<file path="config.mk">
export PLATFORM = sky130hd
export DESIGN_NAME = comparator_seq_chunked
export DESIGN_NICKNAME = d
export VERILOG_FILES = /design/src/rtl/comparator_seq_chunked.sv
export SDC_FILE = /design/constraint.sdc
export NUM_CORES = 1
export LEC_CHECK = 0
export CORE_MARGIN = 8
export CORE_UTILIZATION = 30
export CTS_CLUSTER_SIZE = 12
export DETAILED_ROUTE_END_ITERATION = 8
export GPL_ROUTABILITY_DRIVEN = 0
export PLACE_DENSITY = 0.59
export SYNTH_ARGS = -nofsm -noshare
export SYNTH_HDL_FRONTEND = slang
export SYNTH_SLANG_ARGS = --single-unit
</file>
<file path="constraint.sdc">
create_clock -name Clock_In -period 5.3 [get_ports Clock_In]
set_input_delay 1.06 -clock Clock_In [delete_from_list [all_inputs] [get_ports Clock_In]]
set_output_delay 1.06 -clock Clock_In [all_outputs]
set_load 0.02 [all_outputs]
</file>
<file path="src/rtl/comparator_seq_chunked.sv">
// comparator_seq_chunked: multi-cycle magnitude comparator.
// Compares two DATA_WIDTH operands one CHUNK_WIDTH slice per clock, MSB slice
// first, in unsigned or two's-complement mode, with a start/valid handshake.
// Optional build macro: COMPARATOR_SEQ_EARLY_EXIT_EN -- when defined, the scan
// stops on the first differing chunk; results are identical either way.
module comparator_seq_chunked #(
  parameter int DATA_WIDTH  = 32,
  parameter int CHUNK_WIDTH = 8
) (
  input  logic                  Clock_In,
  input  logic                  Reset_In,
  input  logic                  Enable_In,
  input  logic                  Clear_In,
  input  logic                  Start_In,
  input  logic                  Signed_In,
  input  logic [DATA_WIDTH-1:0] Data_A_In,
  input  logic [DATA_WIDTH-1:0] Data_B_In,
  output logic                  Ready_Out,
  output logic                  Busy_Out,
  output logic                  Valid_Out,
  output logic                  A_gt_B_Out,
  output logic                  A_eq_B_Out,
  output logic                  A_lt_B_Out
);

  localparam int NUM_CHUNKS = DATA_WIDTH / CHUNK_WIDTH;
  localparam int IDX_W      = (NUM_CHUNKS > 1) ? $clog2(NUM_CHUNKS) : 1;
  localparam logic [IDX_W-1:0] LAST_IDX = IDX_W'(NUM_CHUNKS - 1);

`ifdef COMPARATOR_SEQ_EARLY_EXIT_EN
  localparam bit EARLY_EXIT = 1'b1;
`else
  localparam bit EARLY_EXIT = 1'b0;
`endif

  typedef enum logic [1:0] {
    IDLE    = 2'd0,
    COMPARE = 2'd1,
    DONE    = 2'd2
  } state_t;

  state_t                  state, state_next;
  logic [IDX_W-1:0]        idx;
  logic [DATA_WIDTH-1:0]   a_reg, b_reg;
  logic [DATA_WIDTH-1:0]   msb_mask;
  logic                    decided, gt_r, lt_r;
  logic                    gt_q, eq_q, lt_q;
  logic [CHUNK_WIDTH-1:0]  a_chunk, b_chunk;
  logic                    chunk_gt, chunk_lt, chunk_diff;
  logic                    decided_now, scan_end, accept;

  // Current slice compare and end-of-scan decision.
  // Signed mode flips both MSBs at capture so the whole scan stays unsigned.
  always_comb begin
    msb_mask                 = '0;
    msb_mask[DATA_WIDTH-1]   = 1'b1;
    a_chunk     = a_reg[int'(idx)*CHUNK_WIDTH +: CHUNK_WIDTH];
    b_chunk     = b_reg[int'(idx)*CHUNK_WIDTH +: CHUNK_WIDTH];
    chunk_gt    = (a_chunk > b_chunk);
    chunk_lt    = (a_chunk < b_chunk);
    chunk_diff  = chunk_gt | chunk_lt;
    decided_now = decided | chunk_diff;
    scan_end    = (idx == '0) || (EARLY_EXIT && decided_now);
    accept      = (state == IDLE) && Start_In && Enable_In;
  end

  // State register.
  always_ff @(posedge Clock_In or posedge Reset_In) begin
    if (Reset_In) state <= IDLE;
    else          state <= state_next;
  end

  // Next-state logic: clear beats stall, stall holds the state.
  always_comb begin
    state_next = state;
    if (Clear_In) begin
      state_next = IDLE;
    end else if (Enable_In) begin
      case (state)
        IDLE:    if (Start_In) state_next = COMPARE;
        COMPARE: if (scan_end) state_next = DONE;
        DONE:    state_next = IDLE;
        default: state_next = IDLE;
      endcase
    end
  end

  // Handshake outputs are pure state decodes.
  always_comb begin
    Ready_Out = (state == IDLE);
    Busy_Out  = (state == COMPARE) || (state == DONE);
    Valid_Out = (state == DONE);
  end

  // Operand capture, scan progress and result flags.
  // Flags are written on the edge entering DONE so they change with Valid_Out.
  always_ff @(posedge Clock_In or posedge Reset_In) begin
    if (Reset_In) begin
      idx     <= LAST_IDX;
      a_reg   <= '0;
      b_reg   <= '0;
      decided <= 1'b0;
      gt_r    <= 1'b0;
      lt_r    <= 1'b0;
      gt_q    <= 1'b0;
      eq_q    <= 1'b0;
      lt_q    <= 1'b0;
    end else if (Clear_In) begin
      idx     <= LAST_IDX;
      decided <= 1'b0;
    end else if (Enable_In) begin
      if (accept) begin
        a_reg   <= Signed_In ? (Data_A_In ^ msb_mask) : Data_A_In;
        b_reg   <= Signed_In ? (Data_B_In ^ msb_mask) : Data_B_In;
        idx     <= LAST_IDX;
        decided <= 1'b0;
        gt_r    <= 1'b0;
        lt_r    <= 1'b0;
      end else if (state == COMPARE) begin
        if (!decided && chunk_diff) begin
          decided <= 1'b1;
          gt_r    <= chunk_gt;
          lt_r    <= chunk_lt;
        end
        if (scan_end) begin
          gt_q <= decided ? gt_r : chunk_gt;
          lt_q <= decided ? lt_r : chunk_lt;
          eq_q <= ~decided_now;
        end else begin
          idx <= idx - IDX_W'(1);
        end
      end
    end
  end

  assign A_gt_B_Out = gt_q;
  assign A_eq_B_Out = eq_q;
  assign A_lt_B_Out = lt_q;

endmodule

</file>
==> impl_metrics.tcl <==
set metrics [dict create \
    status "completed" \
    clock_sinks 74 \
    ys_seq_area_share_pct 49.4 \
    rsz0062_at_grt "no" \
    path_max_fanout 17 \
    ff2ff_setup_slack_ns 2.20 \
    nNetsFinal 412 \
    setup_violations 0 \
    synthCells 255 \
    synthDistinctLibCells 38 \
    fillers 1199 \
    diodes 0 \
    timing.rr.start "idx[0]" \
    start_util_pct 30.2 \
    totalWireLength_um 8050 \
    synth_area_leaders "dfrtp_1 (48%), mux2_4 (14%), mux4_2 (9.6%)" \
    synth-seq-cells 74 \
    ctsHtreeMaxLevel 3 \
    vias_per_cell 4.41 \
    grt_max_degree 67 \
    final_common_cell "clkdlybuf4s50_1" \
    synth_area_um2 3750 \
    cap_violations 0 \
    hold_start "A_eq_B_Out" \
    vias 2232 \
    hpwlAfterDp_um 5850 \
    syn_to_final_growth_pct 30.8 \
    syn-num-nets 338 \
    worstPathRequired_ns 5.52 \
    fp-row-count 41 \
    multi_input_area_um2 1740 \
    synth_top_area_share_pct 48.0 \
    path_clk_slew_ns 0.06 \
    holdPathStages 2 \
    die_h_um 128 \
    skew_ns 0.00657 \
    worstSkewPairLatency_ns 0.33 \
    drt-pass1-iter-count 4 \
    ff_latch_area_um2 1850 \
    ctsHoldBuffers 0 \
    hold_viol_final 0 \
    core_area_um2 12400 \
    drcViolationCount 0 \
    max_clock_freq_ghz 0.323 \
    min_period_ns 3.10 \
    postSynthAreaPerCell_um2 14.7 \
    path_class "register to register" \
    ys_warn_count 0 \
    grt_pass1_vias 2598 \
    min_to "A_eq_B_Out" \
    cts_buffers 9 \
    r2r_cells 7 \
    min_period_over_period_pct 58.5 \
    max_slew_margin_pct 31.1 \
    end_kind "register" \
    p_leak_nw 2.21 \
    cts-resized-gates 0 \
    cts_tree "built" \
    stdcell_count 506 \
    tightest_slew_ns 1.03 \
    yosys.area.top_type "dfrtp_1" \
    drv_slew 0 \
    post_drt_wl_per_cell_um 15.9 \
    r2r-end "gt_r" \
    fp.dieW_um 128 \
    cts_buffer_depth 2 \
    clockRootBuffer "clkbuf_16" \
    final.setup.tns_ns 0 \
    drive_gt1_share_pct 31.1 \
    layout_common_cells "clkdlybuf4s50_1 (75), dfrtp_1 (72), mux2_4 (36)" \
    port_buffers 75 \
    gr-total-overflow 0 \
    design.portCount 76 \
    gr-usage-all-layers_pct 10.5 \
    ir_drop_uv 146 \
    dp_cells 490 \
    hold_path.class "register to register" \
    grt_pass1_wl_um 13300 \
    critPathLaunchType "register" \
    antenna_found_initial 0 \
    die-area_um2 16300 \
    post_cts_buffers 0 \
    ant_nets 0 \
    drt-initial-drc-count 117 \
    pwr_density_cell_nw_per_um2 355 \
    arrival_ns 3.32 \
]
==> layer usage <==
layer	share of wire [%]	track usage, %	wire length (um)	up-vias
met5	0	0	0	-
met4	1.3	3.78	104	0
met3	4.5	3.37	365	8
met2	50	17.5	3990	49
met1	45	12.4	3590	1102
li1	-	-	-	1073
==> cell families (layout without fill, tap and decap cells) <==
group / after synthesis / in the layout / synth area share (%)
muxes: 79 / 79 / 32.1
DFF: 74 / 74 / 49.4
and+or+nand+nor: 31 / 31 / 4.47
buffers and inverters: 29 / 108 / 4.24
AOI/OAI and AO/OA: 27 / 27 / 4.97
adders and majority gates: 13 / 13 / 4.34
xor gates and xnor gates: 2 / 2 / 0.467
==> worst max path at each step <==
stage                 end  cells after the start  startpoint  slack, ns
2_1_floorplan  A_eq_B_Out                      1    Reset_In       2.36
3_3_place_gp    a_reg[30]                      4    Clear_In       2.08
3_5_place_dp    b_reg[19]                      4    Clear_In       2.04
4_1_cts              gt_r                      7      idx[0]       2.15
5_1_grt              lt_r                      7      idx[0]       1.93
6_report             gt_r                      7      idx[0]       2.20
==> critical path, stage by stage, from the launching register on <==
cell      delay [ns]
dfstp_2         0.96
mux4_2          0.60
ha_1            0.33
nand2_1         0.17
o21ai_1         0.14
o31ai_2         0.40
o211ai_2        0.13
a22o_1          0.24
==> cell usage after synthesis (all sizes together) <==
library cell	instances
a41oi	1
a31oi	3
dfstp	2
ha	13
mux4	16
dfrtp	72
o21ai	4
and2b	1
nor2	7
mux2i	1
a21o	2
nand2b	2
a22o	2
nand4	1
nand3	1
o41ai	1
and2	1
buf	13
a21oi	8
mux2	62
xnor2	2
nor3	2
nand2	13
o31ai	3
or2	2
inv	16
a211oi	1
nor4	1
a311o	1
o211ai	1
==> final cells by class <==
class | count | share of cell area, %
Clock buffer | 11 | 4.95
Tap cell | 172 | 4.39
Multi-Input combinational cell | 152 | 35.5
Timing Repair Buffer | 76 | 15.5
Clock inverter | 5 | 0.612
Inverter | 16 | 1.25
Sequential cell | 74 | 37.8
==> power breakdown <==
| part | switching, W | internal, W | total (W) | leakage [nW] |
|---|---|---|---|---|
| Sequential | 0.0000677 | 0.000688 | 0.000756 | 0.892 |
| Combinational | 0.000156 | 0.000272 | 0.000428 | 1.18 |
| Clock | 0.000230 | 0.000327 | 0.000557 | 0.131 |
==> metrics by stage <==
step | hold slack, ns | utilization [%] | total power (W) | area, um^2 | setup slack (ns)
2_1_floorplan | 0.445 | - | 0.00107 | 3750 | 2.36
3_3_place_gp | 0.463 | 37.3 | 0.00119 | 4630 | 2.08
3_5_place_dp | 0.473 | 37.3 | 0.00120 | 4630 | 2.04
4_1_cts | 0.485 | 39.5 | 0.00177 | 4900 | 2.15
5_1_grt | 0.507 | 39.5 | 0.00184 | 4900 | 1.93
6_report | 0.484 | 39.5 | 0.00174 | 4900 | 2.20
(Power assumes the default switching activity.)
